==> src/rtl/mem_io_pkg.sv <==
// Shared definitions for the memory-mapped I/O responder: region decode and I/O widths.
package mem_io_pkg;

  localparam int unsigned IO_W = 10;

  // REG_UNMAPPED stands for every region code without a peripheral behind it
  typedef enum logic [3:0] {
    REG_RAM      = 4'h0,
    REG_LED      = 4'h1,
    REG_SW       = 4'h3,
    REG_TMR      = 4'h5,
    REG_UNMAPPED = 4'hF
  } region_e;

  localparam logic [15:0] REG_ERRCLR = 16'hF000;

  function automatic region_e decode_region(input logic [3:0] nib);
    case (nib)
      4'h0:    return REG_RAM;
      4'h1:    return REG_LED;
      4'h3:    return REG_SW;
      4'h5:    return REG_TMR;
      default: return REG_UNMAPPED;
    endcase
  endfunction

endpackage

==> src/rtl/ram_1rw.sv <==
// Single-port synchronous word RAM, registered read, read-before-write.
// INIT_FILE is handed to the vendor flow through the ram_init_file attribute.
module ram_1rw #(
  parameter int unsigned RAM_AW    = 8,
  parameter int unsigned DATA_W    = 16,
  parameter              INIT_FILE = ""
) (
  input  logic              clock,
  input  logic              we,
  input  logic [RAM_AW-1:0] addr,
  input  logic [DATA_W-1:0] wdata,
  output logic [DATA_W-1:0] rdata
);

  localparam bit unused_init_given = (INIT_FILE != "");

  (* ram_init_file = INIT_FILE *)
  logic [DATA_W-1:0] mem [2**RAM_AW];

  always_ff @(posedge clock) begin
    if (we) mem[addr] <= wdata;
    rdata <= mem[addr];
  end

endmodule

==> src/rtl/mem_io_responder.sv <==
// Bus responder: RAM, LED register, synchronised switches and prescaled timer, one-cycle read latency.
// Optional sticky unmapped-access flag on bus_err when MEM_IO_BUS_ERR_EN is defined.
module mem_io_responder
  import mem_io_pkg::*;
#(
  parameter int unsigned RAM_AW    = 8,
  parameter int unsigned DATA_W    = 16,
  parameter int unsigned PRESCALE  = 50,
  parameter              INIT_FILE = ""
) (
  input  logic              clock,
  input  logic              resetn,
  input  logic [15:0]       addr,
  input  logic [DATA_W-1:0] dout,
  input  logic              wren,
  output logic [DATA_W-1:0] din,
  input  logic [IO_W-1:0]   sw,
  output logic [IO_W-1:0]   ledr,
  output logic              bus_err
);

  localparam int unsigned PW = (PRESCALE > 1) ? $clog2(PRESCALE) : 1;

  region_e           region;
  region_e           region_q;
  logic [IO_W-1:0]   sw_meta;
  logic [IO_W-1:0]   sw_sync;
  logic [15:0]       tmr_count;
  logic [PW-1:0]     presc;
  logic [DATA_W-1:0] periph_q;
  logic [DATA_W-1:0] ram_rdata;
  logic              ram_we;
  logic              unused_addr;

  assign region      = decode_region(addr[15:12]);
  assign ram_we      = wren && !resetn && (region == REG_RAM);
  assign unused_addr = ^addr[11:RAM_AW];

  ram_1rw #(
    .RAM_AW    (RAM_AW),
    .DATA_W    (DATA_W),
    .INIT_FILE (INIT_FILE)
  ) u_ram (
    .clock (clock),
    .we    (ram_we),
    .addr  (addr[RAM_AW-1:0]),
    .wdata (dout),
    .rdata (ram_rdata)
  );

  always_ff @(posedge clock) begin
    if (resetn) begin
      sw_meta   <= '0;
      sw_sync   <= '0;
      ledr      <= '0;
      tmr_count <= '0;
      presc     <= '0;
      periph_q  <= '0;
      region_q  <= REG_UNMAPPED;
    end else begin
      sw_meta  <= sw;
      sw_sync  <= sw_meta;
      region_q <= region;

      // Peripheral read data is captured alongside the RAM read so both arrive together
      case (region)
        REG_LED: periph_q <= DATA_W'(ledr);
        REG_SW:  periph_q <= DATA_W'(sw_sync);
        REG_TMR: periph_q <= DATA_W'(tmr_count);
        default: periph_q <= '0;
      endcase

      if (wren && (region == REG_LED)) ledr <= dout[IO_W-1:0];

      if (wren && (region == REG_TMR)) begin
        tmr_count <= dout[15:0];
        presc     <= '0;
      end else if (presc == PW'(PRESCALE - 1)) begin
        presc     <= '0;
        tmr_count <= tmr_count + 16'd1;
      end else begin
        presc <= presc + 1'b1;
      end
    end
  end

  // region_q resets to unmapped, so din reads 0 right after reset regardless of RAM output
  assign din = (region_q == REG_RAM) ? ram_rdata : periph_q;

`ifdef MEM_IO_BUS_ERR_EN
  logic err_q;

  always_ff @(posedge clock) begin
    if (resetn) begin
      err_q <= 1'b0;
    end else if (wren) begin
      if ((addr == REG_ERRCLR) && (dout == DATA_W'(1))) err_q <= 1'b0;
      else if ((region == REG_UNMAPPED) || (region == REG_SW)) err_q <= 1'b1;
    end
  end

  assign bus_err = err_q;
`else
  assign bus_err = 1'b0;
`endif

endmodule

==> config.mk <==
export PLATFORM = sky130hd
export DESIGN_NAME = mem_io_responder
export DESIGN_NICKNAME = d
export VERILOG_FILES = /design/src/rtl/mem_io_pkg.sv /design/src/rtl/ram_1rw.sv /design/src/rtl/mem_io_responder.sv
export SDC_FILE = /design/constraint.sdc
export NUM_CORES = 2
export LEC_CHECK = 0
export ABC_CLOCK_PERIOD_IN_PS = 6900
export BUFFER_PORTS_ARGS = -buffer_cell sky130_fd_sc_hd__clkbuf_2
export CAP_MARGIN = 20
export CORE_MARGIN = 2
export CORE_UTILIZATION = 52
export DETAILED_ROUTE_END_ITERATION = 16
export PLACE_DENSITY = 0.67
export SYNTH_ARGS = -nofsm -noshare
export SYNTH_HDL_FRONTEND = slang
export SYNTH_HIERARCHICAL = 1
export SYNTH_SLANG_ARGS = --single-unit
==> constraint.sdc <==
create_clock -name clock -period 6.9 [get_ports clock]
set_input_delay 0.345 -clock clock [delete_from_list [all_inputs] [get_ports clock]]
set_output_delay 0.345 -clock clock [all_outputs]
set_load 0.01 [all_outputs]
**After elaboration in Yosys (flattened, before gate mapping)**

Memory sizes are Yosys's and may differ from the RTL's. A register that Yosys moved wholly into a read port is not among the register bits.
Index checks and enable logic that the tools add are counted.

- Register bits after elaboration: 72
- Bits in writable memories: 4,096
- Memories kept: 1

Memories:

| name | words | width | rd ports | clocked after Yosys merged registers in | write ports | RTL line | RTL |
|---|---|---|---|---|---|---|---|
| u_ram.mem | 256 | 16 | 1 | 1 | 1 | ram_1rw.sv:18 | `logic [DATA_W-1:0] mem [2**RAM_AW];` |

- Add/subtract/negate cells: 2
- Equality and inequality tests: 7
- Multiplexer cells: 7
- Reduce and logical (&&, ||, !) cells: 10

Operator list:

| operator | number |
|---|---|
| $mux W16 | 3 |
| $pmux W16 S3 | 1 |
| $add A16 B1 Y16 const B | 1 |
| $pmux W4 S4 | 1 |
| $logic_not A4 Y1 | 3 |
| $eq A4 B1 Y1 const B | 2 |
| $eq A4 B2 Y1 const B | 2 |
| $eq A4 B3 Y1 const B | 2 |
| $add A6 B1 Y6 const B | 1 |
| $eq A6 B6 Y1 const B | 1 |
| $logic_and A1 B1 Y1 | 4 |
| $reduce_or A3 Y1 | 1 |
| $mux W1 | 2 |
| $reduce_bool A2 Y1 | 1 |
| $logic_not A1 Y1 | 1 |

**Depth between registers and ports, before layout**

- Depth after elaboration: 6
- Depth in mapped cells: 10

**Modules after synthesis**

The synthesis kept the hierarchy.

By module, submodules not included:

| module | instances | cells each | area each (sq um) |
|---|---|---|---|
| ram_1rw | 1 | 6,727 | 155,399.0 |
| mem_io_responder | 1 | 313 | 3,070.4 |

**Least setup slack after synthesis**

No wires, ideal clock.

- Kind: input port to flip-flop
- From: input port addr[12]
- To: memory u_ram.mem[155][0], enable pin
- Library setup time: 0.409 ns
- Arrival time: 2.936 ns
- Setup slack: 3.555 ns
- Stages on the path: 9
- Buffers on the path: 2
- Cell sequence: nor2b_1 > nand3b_1 > ha_1 > nand3_1 > nor2_1 > buf_1 > nand3_1 > clkbuf_1 > nor3_1

- Cells in the longest elaborated chain, start to end: 6
- Elaborated cells on any way between the ends: 9
- Those cells by class: eq/ne: 3; mux: 3; reduce/logical: 3

RTL lines:

| item | RTL line | RTL |
|---|---|---|
| start, declared | mem_io_responder.sv:13 | `input logic [15:0] addr,` |
| $eq A4 B3 Y1, or another cell as far along | mem_io_pkg.sv:18 | `case (nib)` |
| $pmux W4 S4 * | mem_io_pkg.sv:18 |  |
| $logic_not A4 Y1 * | mem_io_responder.sv:36 | `assign ram_we = wren && !resetn && (region == REG_RAM);` |
| $logic_and A1 B1 Y1 * | mem_io_responder.sv:36 |  |
| via ram_we | mem_io_responder.sv:32 | `logic ram_we;` |
| $mux W1 * | ram_1rw.sv:21 | `if (we) mem[addr] <= wdata;` |
| $mux W1 (implied by the code) * | ram_1rw.sv:21 |  |
| end, declared | ram_1rw.sv:18 |  |

The timed path passes the listed nets; every way through them passes the cells marked *.

**Worst setup path after layout**

- From: input port addr[12]
- To: memory u_ram.mem[62][14], enable pin

Same word-level chain as after synthesis.

==> reports/metrics.csv <==
metric;value;unit
status;completed;
critPathRequiredTime;7530;ps
fin_hold_ws;35.4;ps
synth_cell_types;45;
clk_pin_slew;60;ps
timing.hold.worst_path_depth;1;
vdd_drop_max;0.249;mV
chipHeight;556;um
grt_pass1_wl;556;mm
ant_nets;0;
dr.first_iter.drc_count;10700;
r2r_slack;3960;ps
power.leakage;0.0553;uW
rsz0062_at_grt;false;
final_cell_mix;edfxtp_1 (4096), mux4_2 (1024), a22oi_1 (522);
arrival;4790;ps
cts_sinks;4184;
route.detailed.drc;0;
synthFlopType;edfxtp_1;
initial_core_util;52.3;%
cap_violations;0;
end_kind;flop;
dieArea;309000;um2
synth_edf_count;4096;
min_period;4160;ps
cts_tree;yes;
r2r_cells;5;
synth-async-reset-ratio;0;%
io_pins;72;
synth_nets;7091;
wl_per_cell;33.0;um
crit_slowest_cell;nor2_1;
final_cell_area;179000;um2
rr_endpoint;u_ram/rdata[0];
antenna_found_initial;11;
path_delay_family;simple AND/OR/NAND/NOR gates;
grt_max_degree;186;
final_common_cell;edfxtp_1;
htree_num_levels;5;
ys_seq_elements;4184;
layout.nets;7565;
cts_setup_buffers;0;
syn-cell-area;158000;um2
clock_latency;970;ps
n_fill_cell;20900;
synth_cells;7040;
grt_remaining_overflow;0;
layout-area-overhead-vs-synth;13.3;%
power.total;52300;uW
die_w;556;um
min_path_type;in2reg;
viasPerCell;6.52;
design.core.area;303000;um2
skew;58.2;ps
first_pass_iters;6;
power_density;292;nW/um2
slew_violations;0;
place.gp.congestion;0.839;
avgSynthCellArea;22.5;um2
rr_startpoint;u_ram/mem[255][0];
worstMarginPinSlew;1300;ps
crit_buf_inv;4;
slew_headroom;13.0;%
cp_common_cell;buf_4;
cp_max_fo;12;
period_share;60.4;%
clockBufferDepth;4;
numCtsBuffers;412;
grt_pass1_vias;75800;
setup_tns;0;ps
min_from;dout[3];
portBuffers;66;
drive_gt1_share;27.5;%
finalHoldViolCount;0;
row_count;202;
grt_use_total;25.1;%
yosys_warnings;6;
place_area;166000;um2
synth_seq_area_share;78.7;%
startpoint_type;input port;
slowest_delay;980;ps
setup_viol;0;
critPathKind;in2reg;
vias;77100;
cts_root_buf;clkbuf_16;
dp_hpwl;218;mm
hold_end;u_ram/mem[86][3];
crit_chain;dlygate4sd3_1, clkbuf_2, nor2b_1, nand3b_1, ha_1, nand3_1, nor2_2, buf_4, nand3_2, nor2_1, buf_4;
fmax;0.240;GHz
wirelength;391;mm
-- worst max-delay path by stage --
stage	startpoint	end	slack [ps]	cells after the start
finish	addr[12]	u_ram/mem[62][14]	2740	11
global route	addr[12]	u_ram/mem[185][4]	2670	11
CTS	addr[12]	u_ram/mem[185][2]	2830	11
detailed placement	addr[0]	u_ram/rdata[15]	2180	8
global placement	addr[0]	u_ram/rdata[10]	2180	9
floorplan	addr[12]	u_ram/mem[155][0]	3560	9
-- flip-flops by register name, indices dropped and copies added (netlist names) --
signal and flops:
u_ram/mem 4096, periph_q 16, tmr_count 16, u_ram/rdata 16, ledr 10, sw_meta 10, sw_sync 10, presc 6
region_q 4
-- area by class of cell --
cell class	count	area (um2)	area share (%)
Antenna cell	6	15.0	0.00837
Clock buffer	506	10800	5.99
Clock inverter	239	2580	1.44
Inverter	8	30.0	0.0167
Multi-Input combinational cell	2412	32100	17.9
Sequential cell	4184	125000	69.5
Tap cell	3978	4980	2.77
Timing Repair Buffer	496	4230	2.36
-- metrics by stage --
step	setup WS [ps]	instances	util [%]
after floorplan	3560	7040	-
after global placement	2180	11000	54.7
after detailed placement	2180	11000	54.7
after CTS	2830	11800	59.2
after global routing	2670	11800	59.2
final	2740	11800	59.2
-- cells by family (layout without fill, tap and decap cells) --
| logic type | after synthesis | count (layout) | synth area share [%] |
|---|---|---|---|
| adder cells (fa/ha/maj) | 6 | 6 | 0.0474 |
| AND/OR/NAND/NOR | 462 | 462 | 1.33 |
| flip-flops | 4184 | 4184 | 78.7 |
| XOR/XNOR | 13 | 13 | 0.0718 |
| other | 1 | 7 | 0.00237 |
| multiplexers | 1051 | 1051 | 14.7 |
| AO/OA/AOI/OAI | 879 | 879 | 3.81 |
| buffers and inverters | 444 | 1249 | 1.28 |
-- synth_stat cells, types with 2 or more instances --
library cell	instances	area share (%)
nor4_1	3	0.012
mux2i_1	11	0.069
a311oi_1	4	0.022
or3_1	8	0.032
nor2b_1	29	0.11
buf_4	17	0.081
buf_2	76	0.24
edfxtp_1	4096	78
ha_1	6	0.047
a211oi_1	10	0.047
o41ai_1	64	0.35
nand2b_1	26	0.10
xor2_1	5	0.028
or2_2	2	0.0079
xnor2_1	8	0.044
nand4_1	19	0.075
a21oi_1	259	0.82
nor3b_1	2	0.0095
dfxtp_1	88	1.1
nor3_1	33	0.10
nor2_1	256	0.61
o21ai_0	5	0.016
clkbuf_1	261	0.62
nand3b_1	2	0.0095
o32ai_1	10	0.055
inv_1	8	0.019
a22oi_1	522	2.5
and4_1	2	0.011
nand3_1	25	0.079
mux2_2	16	0.11
buf_6	26	0.18
mux4_2	1024	15
nand2_1	38	0.090
buf_1	56	0.13
o21bai_1	2	0.0095
a31oi_1	2	0.0079
and2_1	11	0.043
-- where the power goes --
group	internal, uW	switching, uW	leakage, uW
clock	12700	9450	0.00647
combinational	762	1480	0.0113
sequential	27900	40.2	0.0375
total	41400	11000	0.0553
-- timing repair --
action / in CTS / in global routing
gates resized for setup: 0 / 0
endpoints found under the hold margin: 596 / 1
hold buffers: 42 / 1
-- metal layers --
layer  routed length, um  share of wire, %  track usage (%)  vias to the layer above
met5                  55             0.014                0                        -
met1              154000                39             36.9                    41200
li1                    -                 -                -                    31100
met3               39300                10             4.81                      615
met4               13100               3.4             7.90                        8
met2              185000                47             38.6                     4130
Power figures use the tool's default switching activity.
